==> src/rtl/cpu_pkg.sv <==
// cpu_pkg: definitions shared by the CPU port wrapper and the memory bus
// arbiter.
//   bus_state_t   : arbiter FSM states (IDLE, BUS, RESP)
//   RW_WRITE/READ : encoding of the rw field
//   cpu_bus_req_t : one latched bus request {addr, wdata, rw}
package cpu_pkg;

   typedef enum logic [1:0] {
      IDLE = 2'd0,
      BUS  = 2'd1,
      RESP = 2'd2
   } bus_state_t;

   localparam logic RW_WRITE = 1'b1;
   localparam logic RW_READ  = 1'b0;

   typedef struct packed {
      logic [31:0] addr;
      logic [31:0] wdata;
      logic        rw;
   } cpu_bus_req_t;

endpackage

==> src/rtl/bus_timer.sv <==
// bus_timer: 8-bit saturating wait counter for the arbiter watchdog.
//   clock, reset : clock and asynchronous active-low reset
//   clear        : force the count back to 0 (takes priority over enable)
//   enable       : advance the count by one (it holds at 8'hFF)
//   expired      : high while the count equals TIMEOUT-1
module bus_timer #(
   parameter int TIMEOUT = 16
) (
   input  logic clock,
   input  logic reset,
   input  logic clear,
   input  logic enable,
   output logic expired
);

   localparam logic [7:0] LAST = 8'(TIMEOUT - 1);

   logic [7:0] count_reg;

   always_ff @(posedge clock or negedge reset) begin
      if (!reset) begin
         count_reg <= 8'd0;
      end else if (clear) begin
         count_reg <= 8'd0;
      end else if (enable && (count_reg != 8'hFF)) begin
         count_reg <= count_reg + 8'd1;
      end
   end

   assign expired = (count_reg == LAST);

endmodule

==> src/rtl/mem_bus_arbiter.sv <==
// mem_bus_arbiter: shares one 32-bit memory bus between port 0 (CPU) and
// port 1 (loader/DMA). Round-robin arbitration, one outstanding
// transaction, registered outputs and a wait-state watchdog.
//   clock, reset               : clock, asynchronous active-low reset
//   req/addr/wdata/rw 0 and 1  : port requests (held until ack)
//   ack0/ack1, err0/err1       : one-cycle completion, err = timed out
//   rdata                      : read data, valid in the ack cycle
//   mem_req/addr/wdata/rw      : bus request to memory
//   mem_rdata, mem_ack         : memory response
//   owner                      : port currently or last granted
module mem_bus_arbiter
   import cpu_pkg::*;
#(
   parameter int          TIMEOUT  = 16,
   parameter logic [31:0] ERR_DATA = 32'h0000_0000
) (
   input  logic        clock,
   input  logic        reset,
   input  logic        req0,
   input  logic        req1,
   input  logic [31:0] addr0,
   input  logic [31:0] addr1,
   input  logic [31:0] wdata0,
   input  logic [31:0] wdata1,
   input  logic        rw0,
   input  logic        rw1,
   output logic        ack0,
   output logic        ack1,
   output logic        err0,
   output logic        err1,
   output logic [31:0] rdata,
   output logic        mem_req,
   output logic [31:0] mem_addr,
   output logic [31:0] mem_wdata,
   output logic        mem_rw,
   input  logic [31:0] mem_rdata,
   input  logic        mem_ack,
   output logic        owner
);

   bus_state_t   state_reg, state_next;
   cpu_bus_req_t bus_reg, bus_next;
   logic         owner_reg, owner_next;
   logic         mem_req_reg, mem_req_next;
   logic [31:0]  rdata_reg, rdata_next;
   logic         ack0_reg, ack0_next, ack1_reg, ack1_next;
   logic         err0_reg, err0_next, err1_reg, err1_next;
   logic         grant;
   logic         timer_clear, timer_enable, timer_expired;

   bus_timer #(.TIMEOUT(TIMEOUT)) u_bus_timer (
      .clock   (clock),
      .reset   (reset),
      .clear   (timer_clear),
      .enable  (timer_enable),
      .expired (timer_expired)
   );

   // On a tie the port that did not own the bus last time wins; a lone
   // requester always wins.
   assign grant = (req0 && req1) ? ~owner_reg : req1;

   always_comb begin
      state_next   = state_reg;
      bus_next     = bus_reg;
      owner_next   = owner_reg;
      mem_req_next = 1'b0;
      rdata_next   = rdata_reg;
      ack0_next    = 1'b0;
      ack1_next    = 1'b0;
      err0_next    = 1'b0;
      err1_next    = 1'b0;
      timer_clear  = 1'b0;
      timer_enable = 1'b0;

      case (state_reg)
         IDLE: begin
            if (req0 || req1) begin
               owner_next   = grant;
               bus_next     = grant ? '{addr: addr1, wdata: wdata1, rw: rw1}
                                    : '{addr: addr0, wdata: wdata0, rw: rw0};
               timer_clear  = 1'b1;
               mem_req_next = 1'b1;
               state_next   = BUS;
            end
         end
         BUS: begin
            // A real ack in the last allowed cycle still beats the watchdog.
            if (mem_ack || timer_expired) begin
               rdata_next = mem_ack ? mem_rdata : ERR_DATA;
               ack0_next  = ~owner_reg;
               ack1_next  = owner_reg;
               err0_next  = ~owner_reg & ~mem_ack;
               err1_next  = owner_reg & ~mem_ack;
               state_next = RESP;
            end else begin
               timer_enable = 1'b1;
               mem_req_next = 1'b1;
            end
         end
         RESP: begin
            state_next = IDLE;
         end
         default: begin
            state_next = IDLE;
         end
      endcase
   end

   always_ff @(posedge clock or negedge reset) begin
      if (!reset) begin
         state_reg   <= IDLE;
         bus_reg     <= '0;
         owner_reg   <= 1'b1;
         mem_req_reg <= 1'b0;
         rdata_reg   <= 32'd0;
         ack0_reg    <= 1'b0;
         ack1_reg    <= 1'b0;
         err0_reg    <= 1'b0;
         err1_reg    <= 1'b0;
      end else begin
         state_reg   <= state_next;
         bus_reg     <= bus_next;
         owner_reg   <= owner_next;
         mem_req_reg <= mem_req_next;
         rdata_reg   <= rdata_next;
         ack0_reg    <= ack0_next;
         ack1_reg    <= ack1_next;
         err0_reg    <= err0_next;
         err1_reg    <= err1_next;
      end
   end

   assign mem_req   = mem_req_reg;
   assign mem_addr  = bus_reg.addr;
   assign mem_wdata = bus_reg.wdata;
   assign mem_rw    = bus_reg.rw;
   assign rdata     = rdata_reg;
   assign ack0      = ack0_reg;
   assign ack1      = ack1_reg;
   assign err0      = err0_reg;
   assign err1      = err1_reg;
   assign owner     = owner_reg;

endmodule

==> config.mk <==
export PLATFORM = sky130hd
export DESIGN_NAME = mem_bus_arbiter
export DESIGN_NICKNAME = d
export VERILOG_FILES = /design/src/rtl/cpu_pkg.sv /design/src/rtl/bus_timer.sv /design/src/rtl/mem_bus_arbiter.sv
export SDC_FILE = /design/constraint.sdc
export NUM_CORES = 1
export LEC_CHECK = 0
export BUFFER_PORTS_ARGS = -buffer_cell sky130_fd_sc_hd__buf_2
export CELL_PAD_IN_SITES_DETAIL_PLACEMENT = 1
export CELL_PAD_IN_SITES_GLOBAL_PLACEMENT = 1
export CORE_ASPECT_RATIO = 0.8
export CORE_UTILIZATION = 35
export CTS_CLUSTER_DIAMETER = 80
export DETAILED_ROUTE_END_ITERATION = 6
export PLACE_DENSITY_LB_ADDON = 0.1
export SYNTH_ARGS = -nofsm -noshare
export SYNTH_HDL_FRONTEND = slang
export SYNTH_SLANG_ARGS = --single-unit
==> constraint.sdc <==
create_clock -name clock -period 5.3 [get_ports clock]
set_input_delay 1.06 -clock clock [delete_from_list [all_inputs] [get_ports clock]]
set_output_delay 1.06 -clock clock [all_outputs]
set_load 0.01 [all_outputs]
==> metrics.txt <==
status complete, no violations; switching power total 0.00141 W; most common flop cell mapped by yosys dfrtp_1; M3 GR Usage 6.34%; Core Rows 37; Post-Syn Instances 426; Max Cap Viol 0; minimum clock period 2490 ps; nets 858; GRT Util Overall 21.6%; Post-route DRC 0; CP Max Fanout 54; critical path's top delay family compound AO/OA/AOI/OAI gates; initial antenna violation count 0; Max Fclk 402 MHz; Yosys reg bits 113; largest net degree at the start of global routing 83; P_leak 3.62 nW; post-synthesis sequential area ratio 58.6%; commonest non-fill, non-tap cells in the layout buf_2, dfrtp_1, nand2_1; endpoints failing setup 0; DR vias 4227; slew of the pin with the lowest slew margin 1250 ps; Clock Latency Late Sink 410 ps; clock share of power 25.5%; grt total ovfl 0; layout cells sized above 1 44.2%; VDD IR-drop max 265 uV; area delta synth->final 41.9%; fin. max-slew vios 0; drt pass-1 iters 4; Setup Buffers After CTS 0; I/O pins 270; remaining antenna violation count 0; RSZ-0062 raised after global routing no; Crit Path Category input pin to register; Root Buffer clkbuf_16; Worst path max stage delay 920 ps; DIE WIDTH 133 um; hold crit path type register to register; Worst EP arrival 2760 ps; CP startpoint kind input pin; H-tree level count 4; CP Depth 4; crit path buf inv count 2; worst-path cell chain buf_2, o21ai_4, buf_4, o21ai_0; P_int 0.00246 W; switching part of the total power 36.5%; first-pass GRT wire length 23500 um; Post-Syn Area 0.00482 sq mm; most common cell after layout, fill and taps aside buf_2; Post-synth EDFFs 0; unique cell type count in the Yosys netlist 35; Reg clk slew, reported paths 60 ps; Placer Congestion 0.793; Starting Density 36.7%; clk_skew 10.9 ps; core area 0.0131 sq mm; syn_area_per_cell 11.3 sq um; Setup crit end kind register; Pwr per Cell Area 566 mW/mm^2; Syn Nets 594; CP max-delay cell o21ai_4; Final Power 0.00387 W; global route hottest layer met2; hold path depth 2; vias in the first global route 4475; PostCTS Resize Cnt 0; Critical Path RT 5570 ps; worst r2r path cells 4; Clock Sink Count 113; fin crit share 46.9%; hold_buf cts 0; async set-or-reset flop fraction in the synthesized netlist 100%; max_slew headroom 16.6%; GRT met2 Usage 38.0%; TritonCTS clock tree yes; PortBufs 269; Flop pwr share 37.8%; CTS Buffer Depth 2; TritonCTS Buffers 17; final hold viol count 0; wire per inst 16.9 um; die height 107 um; post-DR vias/cell 4.81; die area 0.0143 sq mm; Yosys warning count 0; 1st-iter DRT viols 141; M1 GR Usage 25.2%; DP HPWL 10800 um; logic gate share of total power 36.7%; final wirelength 14800 um; TNS Setup 0 ps
## final cells by class
class,count,area [sq um]
diodes,1,2.50
clock inverters,11,66.3
repair buffers,274,1400
flip-flops and latches,113,2830
inverters,6,22.5
multi-input cells,278,1860
clock buffers,21,450
well taps,175,219
fillers,1521,6300
## synth_stat cells (2+ instances only)
master,count,area share (%)
nor3_1,3,0.31
buf_6,3,0.70
nand2_1,76,5.9
nor2_1,4,0.31
o21ai_0,67,7.0
o31ai_1,3,0.47
o21ai_2,2,0.36
inv_1,6,0.47
a22o_1,32,5.8
dfrtp_1,112,58
clkbuf_1,19,1.5
mux2i_1,69,14
buf_2,7,0.73
nand3_1,2,0.21
## final timing paths
check,from,endpoint,slack (ps)
min in group asynchronous,reset,rdata[22]$_DFFE_PN0P_,820
max in group asynchronous,reset,rdata[16]$_DFFE_PN0P_,3420
min,mem_wdata[0]$_DFFE_PN0P_,mem_wdata[0]$_DFFE_PN0P_,470
min reg2reg,mem_wdata[0]$_DFFE_PN0P_,mem_wdata[0]$_DFFE_PN0P_,470
max,req0,mem_addr[21]$_DFFE_PN0P_,2810
max reg2reg,owner$_DFFE_PN1P_,mem_wdata[10]$_DFFE_PN0P_,3240
## power groups by stage
stage / Combinational, W / Sequential, W / Clock (W)
6_report: 0.00142 / 0.00146 / 0.000987
5_1_grt: 0.00158 / 0.00151 / 0.00106
4_1_cts: 0.00146 / 0.00147 / 0.00101
3_5_place_dp: 0.00144 / 0.00147 / 0
3_3_place_gp: 0.00140 / 0.00145 / 0
2_1_floorplan: 0.000614 / 0.00164 / 0
## metrics by stage
| step | setup slack, ps | cell area [sq um] | utilization, % | cells | hold slack [ps] |
|---|---|---|---|---|---|
| floorplan | 3090 | 4820 | - | 426 | 495 |
| global placement | 2450 | 6320 | 48.1 | 846 | 456 |
| detailed placement | 2380 | 6320 | 48.1 | 846 | 465 |
| CTS | 2800 | 6840 | 52.0 | 878 | 476 |
| global route | 2640 | 6840 | 52.0 | 878 | 501 |
| finish | 2810 | 6840 | 52.1 | 879 | 473 |
## worst reg2reg max path: cells and delay by family, from the launching register on
family,cells,cell delay [ps]
flops,1,400
compound gates,2,270
mux,1,400
buf+inv,1,860
## layer usage
layer  share of wire [%]  wire length (um)  up-vias
li1                    -                 -     2038
met1                  41              6080     2039
met2                  52              7770      139
met3                 5.6               827       11
met4                 1.0               154        0
met5                   0                 0        -
## logic make-up (layout without fill, tap and decap cells)
logic type,count (synthesis),in the layout,synth area share [%]
mux,69,69,14.3
compound gates,114,114,15.2
buf+inv,35,312,3.37
other cells,0,1,0
fa+ha+maj,1,1,0.259
simple gates,94,94,8.17
flops,113,113,58.6
Power figures use the tool's default switching activity.
